--- config.mk ---
export PLATFORM = sky130hd
export DESIGN_NAME = spec_chan_occupancy
export DESIGN_NICKNAME = d
export VERILOG_FILES = /design/src/rtl/spec_chan_occupancy.sv
export SDC_FILE = /design/constraint.sdc
export NUM_CORES = 1
export LEC_CHECK = 0
export CAP_MARGIN = 15
export CORE_ASPECT_RATIO = 1.2
export CORE_MARGIN = 3
export CORE_UTILIZATION = 30
export CTS_CLUSTER_DIAMETER = 30
export DETAILED_ROUTE_END_ITERATION = 16
export GPL_TIMING_DRIVEN = 0
export SLEW_MARGIN = 20
export SYNTH_ARGS = -nofsm -noshare
export SYNTH_HDL_FRONTEND = slang
export SYNTH_SLANG_ARGS = --single-unit
--- constraint.sdc ---
create_clock -name ce_clk -period 20.6 [get_ports ce_clk]
set_clock_uncertainty 0.15 [all_clocks]
set_input_delay 3.09 -clock ce_clk [delete_from_list [all_inputs] [get_ports ce_clk]]
set_output_delay 3.09 -clock ce_clk [all_outputs]
set_load 0.005 [all_outputs]
--- src/rtl/spec_chan_occupancy.sv ---
// rtl/spec_chan_occupancy.sv - per-channel mean power with hysteresis busy flag over averaged spectrum bins
// Optional occ_map output enabled by `define SPEC_OCC_BITMAP_EN.
module spec_chan_occupancy #(
    parameter int SR_BASE        = 135,
    parameter int MAX_BINS_LOG2  = 6,
    parameter int MAX_CHANS_LOG2 = 8
) (
    input  logic        ce_clk,
    input  logic        ce_rst,
    input  logic        set_stb,
    input  logic [7:0]  set_addr,
    input  logic [31:0] set_data,
    input  logic [31:0] i_tdata,
    input  logic        i_tlast,
    input  logic        i_tvalid,
    output logic        i_tready,
    output logic [31:0] o_tdata,
    output logic        o_tlast,
    output logic        o_tvalid,
    input  logic        o_tready,
    output logic        err_short
`ifdef SPEC_OCC_BITMAP_EN
    ,
    output logic [(1<<MAX_CHANS_LOG2)-1:0] occ_map
`endif
);
    localparam int ACC_W = 32 + MAX_BINS_LOG2;
    localparam int CNT_W = MAX_BINS_LOG2;
    localparam int NCH   = 1 << MAX_CHANS_LOG2;
    localparam logic [7:0]  ADDR_BINS = 8'(SR_BASE);
    localparam logic [7:0]  ADDR_HI   = 8'(SR_BASE + 1);
    localparam logic [7:0]  ADDR_LO   = 8'(SR_BASE + 2);
    localparam logic [7:0]  ADDR_CLR  = 8'(SR_BASE + 3);
    localparam logic [3:0]  MAX_L2    = 4'(MAX_BINS_LOG2);
    localparam logic [30:0] MEAN_MAX  = '1;

    logic [3:0]                cfg_l2_q, act_l2_q, act_l2_d;
    logic [30:0]               thr_hi_q, thr_lo_q;
    logic [ACC_W-1:0]          acc_q, acc_d;
    logic [CNT_W-1:0]          bin_cnt_q, bin_cnt_d;
    logic [MAX_CHANS_LOG2-1:0] chan_idx_q, chan_idx_d;
    logic [NCH-1:0]            busy_q, busy_d;
    logic [31:0]               o_tdata_q, o_tdata_d;
    logic                      o_tlast_q, o_tlast_d;
    logic                      o_tvalid_q, o_tvalid_d;
    logic                      err_q, err_d;

    logic             wr_bins, wr_hi, wr_lo, wr_clr;
    logic             beat, pkt_start, done, busy_new;
    logic [3:0]       eff_l2;
    logic [CNT_W:0]   one_hot;
    logic [CNT_W-1:0] last_cnt;
    logic [ACC_W-1:0] sum, shifted;
    logic [30:0]      mean;
    logic             unused_bits;

    assign unused_bits = set_data[31];

    assign wr_bins = set_stb && (set_addr == ADDR_BINS);
    assign wr_hi   = set_stb && (set_addr == ADDR_HI);
    assign wr_lo   = set_stb && (set_addr == ADDR_LO);
    assign wr_clr  = set_stb && (set_addr == ADDR_CLR);

    assign i_tready  = ~o_tvalid_q;
    assign o_tdata   = o_tdata_q;
    assign o_tlast   = o_tlast_q;
    assign o_tvalid  = o_tvalid_q;
    assign err_short = err_q;
`ifdef SPEC_OCC_BITMAP_EN
    assign occ_map   = busy_q;
`endif

    // The first beat of a packet already uses the freshly latched channel size.
    assign beat      = i_tvalid && i_tready;
    assign pkt_start = (bin_cnt_q == '0) && (chan_idx_q == '0);
    assign eff_l2    = pkt_start ? cfg_l2_q : act_l2_q;
    assign one_hot   = (CNT_W+1)'(1) << eff_l2;
    assign last_cnt  = CNT_W'(one_hot - 1'b1);
    assign sum       = acc_q + ACC_W'(i_tdata);
    assign shifted   = sum >> eff_l2;
    assign mean      = (|shifted[ACC_W-1:31]) ? MEAN_MAX : shifted[30:0];
    assign done      = beat && ((bin_cnt_q == last_cnt) || i_tlast);

    always_comb begin
        busy_new = busy_q[chan_idx_q];
        if (mean > thr_hi_q) begin
            busy_new = 1'b1;
        end else if (mean < thr_lo_q) begin
            busy_new = 1'b0;
        end
    end

    always_comb begin
        acc_d      = acc_q;
        bin_cnt_d  = bin_cnt_q;
        chan_idx_d = chan_idx_q;
        busy_d     = busy_q;
        act_l2_d   = act_l2_q;
        o_tdata_d  = o_tdata_q;
        o_tlast_d  = o_tlast_q;
        o_tvalid_d = o_tvalid_q;
        err_d      = 1'b0;
        if (o_tvalid_q && o_tready) begin
            o_tvalid_d = 1'b0;
        end
        if (beat) begin
            if (pkt_start) begin
                act_l2_d = cfg_l2_q;
            end
            if (done) begin
                acc_d              = '0;
                bin_cnt_d          = '0;
                chan_idx_d         = i_tlast ? '0 : chan_idx_q + 1'b1;
                busy_d[chan_idx_q] = busy_new;
                o_tvalid_d         = 1'b1;
                o_tdata_d          = {busy_new, mean};
                o_tlast_d          = i_tlast;
                err_d              = i_tlast && (bin_cnt_q < last_cnt);
            end else begin
                acc_d     = sum;
                bin_cnt_d = bin_cnt_q + 1'b1;
            end
        end
        // Clear wins over the channel state but leaves the output word intact.
        if (wr_clr) begin
            acc_d      = '0;
            bin_cnt_d  = '0;
            chan_idx_d = '0;
            busy_d     = '0;
        end
    end

    always_ff @(posedge ce_clk or posedge ce_rst) begin
        if (ce_rst) begin
            cfg_l2_q   <= 4'd3;
            act_l2_q   <= 4'd3;
            thr_hi_q   <= MEAN_MAX;
            thr_lo_q   <= '0;
            acc_q      <= '0;
            bin_cnt_q  <= '0;
            chan_idx_q <= '0;
            busy_q     <= '0;
            o_tdata_q  <= '0;
            o_tlast_q  <= 1'b0;
            o_tvalid_q <= 1'b0;
            err_q      <= 1'b0;
        end else begin
            if (wr_bins) begin
                cfg_l2_q <= (set_data[3:0] > MAX_L2) ? MAX_L2 : set_data[3:0];
            end
            if (wr_hi) begin
                thr_hi_q <= set_data[30:0];
            end
            if (wr_lo) begin
                thr_lo_q <= set_data[30:0];
            end
            act_l2_q   <= act_l2_d;
            acc_q      <= acc_d;
            bin_cnt_q  <= bin_cnt_d;
            chan_idx_q <= chan_idx_d;
            busy_q     <= busy_d;
            o_tdata_q  <= o_tdata_d;
            o_tlast_q  <= o_tlast_d;
            o_tvalid_q <= o_tvalid_d;
            err_q      <= err_d;
        end
    end
endmodule

# Word-level counts from Yosys, hierarchy flattened
# Cells that the tools add are included.
dict set report totals {
  register_bits 413
  in_bits 78
  word_cells 76
}
dict set report classes {
  addsub 4
  magnitude_cmp 6
  n_eq_ne 5
  n_shift 2
  muxes 28
  bitwise_logic 1
  n_reduce_logical 18
}
# op n
set op_table {}
lappend op_table {{two-way mux 256 bit} 3}
lappend op_table {{bitwise mux 256 bit} 1}
lappend op_table {{two-way mux 38 bit} 3}
lappend op_table {{adder 38 x 32 -> 38 bit} 1}
lappend op_table {{>> shifter 38 x 4 -> 38 bit} 1}
lappend op_table {{== test 8 bit, second input constant} 4}
lappend op_table {{two-way mux 8 bit} 4}
lappend op_table {{> comparator 31 bit} 1}
lappend op_table {{less-than comparator 31 bit} 1}
lappend op_table {{two-way mux 31 bit} 1}
lappend op_table {{two-way mux 6 bit} 3}
lappend op_table {{logical AND 1 bit} 10}
lappend op_table {{less-than comparator 8 x 9 -> 1 bit, second input constant} 1}
lappend op_table {{two-way mux 1 bit} 9}
lappend op_table {{adder 8 x 1 -> 8 bit, second input constant} 1}
lappend op_table {{binary-select mux 1 bit (select 8 bit)} 1}
lappend op_table {{demux 1 bit (select 8 bit)} 1}
lappend op_table {{greater-or-equal comparator 8 x 1 -> 1 bit, second input constant} 1}
lappend op_table {{logical NOT 8 bit} 1}
lappend op_table {{two-way mux 4 bit} 2}
lappend op_table {{OR reduction 7 bit} 1}
lappend op_table {{adder 6 x 1 -> 6 bit, second input constant} 1}
lappend op_table {{== test 6 bit} 1}
lappend op_table {{logical NOT 6 bit} 1}
lappend op_table {{other kinds (8)} 10}

# Longest topological paths before layout
dict set report logic_depth {
  ltp_word 13
  mapped_depth 34
}

# Worst setup path after synthesis
# OpenSTA, ideal clock, no wires.
dict set report synth_timing {
  path_type {input -> register}
  startpoint {input i_tdata[0]}
  endpoint {register busy_q[1]}
  setup_ns 0.130
  arrival_time_ns 8.223
  required_time_ns 20.320
  path_slack_ns 12.098
  stages 28
  n_path_buf 4
  cell_sequence {ha_1 -> inv_1 -> fa_1 -> nor2b_1 -> o31a_1 -> o21ai_2 -> a211oi_2 -> o21ai_2 -> xor2_1 -> nor2_1 -> a221oi_2 -> nand4b_2 -> a21oi_1 -> buf_4 -> a21oi_1 -> ha_1 -> a21o_1 -> a21o_1 -> a21oi_1 -> o21ai_0 -> a221oi_1 -> o21ai_0 -> o32a_1 -> buf_1 -> nor2_4 -> buf_2 -> buf_2 -> a31oi_1}
}
dict set report synth_via {
  elab_chain_len 11
}
# item line
set synth_lines {}
lappend synth_lines {{start: declaration} 13} ;# input logic [31:0] i_tdata,
lappend synth_lines {{adder 38 x 32 -> 38 bit (*)} 79} ;# assign sum = acc_q + ACC_W'(i_tdata);
lappend synth_lines {{>> shifter 38 x 4 -> 38 bit (*)} 80} ;# assign shifted = sum >> eff_l2;
lappend synth_lines {{OR reduction 7 bit} 81} ;# assign mean = (|shifted[ACC_W-1:31]) ? MEAN_MAX : shifted[30:0];
lappend synth_lines {{two-way mux 31 bit (*)} 81}
lappend synth_lines {{named net mean[11]} 54} ;# logic [30:0] mean;
lappend synth_lines {{less-than comparator 31 bit} 88} ;# end else if (mean < thr_lo_q) begin
lappend synth_lines {{two-way mux 1 bit} 88}
lappend synth_lines {{two-way mux 1 bit (*)} 86} ;# if (mean > thr_hi_q) begin
lappend synth_lines {{bitwise mux 256 bit (*)} 114} ;# busy_d[chan_idx_q] = busy_new;
lappend synth_lines {{two-way mux 256 bit (*)} 110} ;# if (done) begin
lappend synth_lines {{two-way mux 256 bit (*)} 106} ;# if (beat) begin
lappend synth_lines {{two-way mux 256 bit (*)} 125} ;# if (wr_clr) begin
lappend synth_lines {{end signal: assignment} 161} ;# busy_q <= busy_d;
lappend synth_lines {{end: declaration} 42} ;# logic [NCH-1:0] busy_q, busy_d;
# The timed path passes the listed nets; every way through them passes the cells marked *. The select of a mux whose other input is x is not followed.
# A chain may end at the register's enable or synchronous reset.

# Worst setup path in the final report
dict set report layout_timing {
  startpoint {input i_tdata[0]}
  endpoint {register busy_q[23]}
}
# The elaborated chain is that of the path after synthesis.

==> impl_metrics.csv <==
group,metric,value,unit
clock_network,cts_buffers,99,
clock_network,ctsResizeCount,0,
clock_network,cts_tree,"done",
worst_setup_path,crit_required,20950,ps
yosys,synth-simple-area-share,13.1,%
layout,final_layout_size_suffix_gt1_share,15.9,%
worst_setup_path,critPathLaunch,"i_tdata[0]",
routing,first_pass_iters,6,
worst_setup_path,reg2reg_slack,11050,ps
grt,grt_pass1_wl,138,mm
clock_network,htree_levels,3,
sta,drv_slew,0,
yosys,synth-seq-cells,413,
yosys,synth_cells,2733,
die,dieArea,88000,um2
worst_setup_path,critPathMaxFanout,10,
layout,mostFrequentLayoutCells,"dfrtp_1 (378), o21ai_0 (372), nor2_1 (350), a31oi_1 (223), nand2_1 (198)",
sta,worst_pin_slew,1220,ps
clock_network,postCtsSetupRepairBufs,0,
die,die_w,271,um
die,initial_core_util,30.3,%
placed_design,dpl.hpwl,62.2,mm
grt,grt_usage,19.8,%
yosys,synth_compound_area_share,21.8,%
placed_design,port_buffers,111,
sta,relSlewSlack,19.0,%
yosys,synth_top_area_cell,"dfrtp_1",
yosys,synth_cell_types,82,
worst_setup_path,crit-reg2reg-launch,"chan_idx_q[1]",
grt,grt_pass1_vias,23100,
yosys,async_reset_ff_share,100,%
sta,period_minus_slack,10310,ps
worst_setup_path,startpoint_type,"input pin",
routing,drc_errors,0,
clock_network,cts_buffer_depth,3,
clock_network,ctsRootBufferMaster,"clkbuf_16",
yosys,ys_seq_area_share,41.0,%
clock_network,clk_pin_slew,40,ps
routing,via_count,23300,
layout,utilization,37.8,%
yosys,synth_area,25300,um2
layout,multi_input_area,13600,um2
placed_design,place_area,28000,um2
routing,via_per_inst,5.59,
routing,drtAntennaViolNets,0,
routing,drtIter0Drc,2181,
layout,nFillCells,8354,
clock_network,cts_hold_buf,0,
yosys,syn_avg_cell_area,9.27,um2
layout,stdcell_area,31600,um2
min_path,hold_depth,2,
status,status,"finished, final reports clean",
yosys,synth_nets,2918,
sta,fin_setup_tns,0,ps
die,ioPinCount,114,
layout,register_area,10400,um2
yosys,synth_mux_area_share,12.3,%
yosys,synthXorXnorAreaFrac,1.28,%
routing,wirelength,89.3,mm
die,core,83600,um2
routing,wl_per_cell,21.5,um
layout,final_common_cell,"dfrtp_1",
die,die_h,324,um
die,rows,116,
yosys,synth_fa_ha_area_share,5.32,%
power,power_density,169,nW/um2
sta,final-setup-viol-count,0,
clock_network,clock_latency,650,ps
yosys,synth_ff_type,"dfrtp_1",
sta,finalHoldViolCount,0,
yosys,synth_edf_count,0,
min_path,min_path_type,"reg2reg",
worst_setup_path,cpMaxStageDelayCell,"a21oi_1",
worst_setup_path,crit_path_end_kind,"register",
sta,rsz0062_at_grt,"no",
flow_run,maxCapViolations,0,
worst_setup_path,r2r-end,"busy_q[23]",
layout,layout.nets,3136,
power,irDropWorstVdd,0.0861,mV
worst_setup_path,endpoint,"busy_q[23]",
yosys,synth_top_family_by_area,"compound AO/OA/AOI/OAI gates",
worst_setup_path,r2r.worst_path.cells,26,
placed_design,gp_congestion,0.934,
grt,grt_max_degree,101,
yosys,synth_top_area_share,37.3,%
power,p_leak,13.1,nW
layout,area_growth,24.8,%
sta,timing.fmax,0.0970,GHz
yosys,yosysWarnings,0,
yosys,synth_area_leaders,"dfrtp_1 (37%), o21ai_0 (7.4%), mux4_2 (7.3%)",
clock_network,clock-sinks,413,
sta,fin_crit_sh,50.0,%
worst_setup_path,cp.arrival,10660,ps
grt,antenna_found_initial,1,
worst_setup_path,critPathKind,"in2reg",
grt,overflow,0,
worst_setup_path,cpPeakStageDelay,540,ps
## cells in the mapped netlist (35+ instances only)
| library cell | number |
|---|---|
| nand2_1 | 198 |
| a31oi_1 | 223 |
| dfrtp_1 | 378 |
| mux2i_1 | 40 |
| buf_2 | 54 |
| ha_1 | 106 |
| inv_1 | 79 |
| a21oi_1 | 133 |
| nor4_1 | 49 |
| nor2_1 | 350 |
| mux2_2 | 78 |
| o21ai_0 | 372 |
| dfstp_2 | 35 |
| mux4_2 | 82 |
| clkbuf_1 | 138 |
## layer usage
metal  vias to the layer above  GRT usage [%]  part of all wire [%]
met2                       989           33.7                    49
li1                      10600              -                     -
met1                     11400           23.8                    39
met4                         0           11.5                   6.0
met3                       273           3.03                   6.4
met5                         -              0                     0
## power breakdown
part           switching (W)  internal [W]  total (W)
combinational        0.00181      0.000894    0.00271
sequential         0.0000456      0.000897   0.000943
clock               0.000544       0.00114    0.00168
## registers in the layout, indices dropped and copies added (netlist names)
signal	cells
err_short	1
o_tdata	32
chan_idx_q	8
act_l2_q	4
bin_cnt_q	6
acc_q	38
thr_hi_q	31
o_tlast	1
o_tvalid	1
busy_q	256
thr_lo_q	31
cfg_l2_q	4
## worst min path at each step
| stage | from | end |
|---|---|---|
| floorplan | acc_q[19] | acc_q[19] |
| CTS | acc_q[19] | acc_q[19] |
| detailed placement | acc_q[19] | acc_q[19] |
| finish | acc_q[19] | acc_q[19] |
| global route | thr_lo_q[24] | thr_lo_q[24] |
| global placement | acc_q[20] | acc_q[20] |
## final cells by class
class | instances | area share [%]
multi-input combinational | 2016 | 43.2
timing repair buffer | 117 | 3.92
sequential | 413 | 32.8
tap | 1121 | 4.44
clock inverter | 69 | 2.99
clock buffer | 118 | 8.45
antenna | 1 | 0.00792
inverter | 79 | 0.962
buffer | 225 | 3.23
## logic make-up (layout without fill, tap and decap cells)
family	Yosys count	in the layout
AOI/OAI and AO/OA	923	923
xor gates and xnor gates	37	37
adders and majority gates	107	107
buffers and inverters	304	608
DFF	413	413
muxes	200	200
other	0	1
and+or+nand+nor	749	749
## worst max-delay path: cells and delay by family
kind / cells / cell delay [ps]
AO/OA/AOI/OAI: 13 / 3340
adder cells (fa/ha/maj): 3 / 960
buffers and inverters: 5 / 1570
XOR/XNOR: 1 / 440
AND/OR/NAND/NOR: 9 / 1200
## stage by stage
step	instances	hold WS [ps]	total power, W	setup WS, ps
final	4159	330	0.00533	10290
after global routing	4158	358	0.00565	9760
after CTS	4157	338	0.00532	10420
after detailed placement	3970	329	0.00361	9770
after global placement	3965	317	0.00360	68.0
after floorplan	2733	304	0.00272	5920
Power figures use the tool's default switching activity.
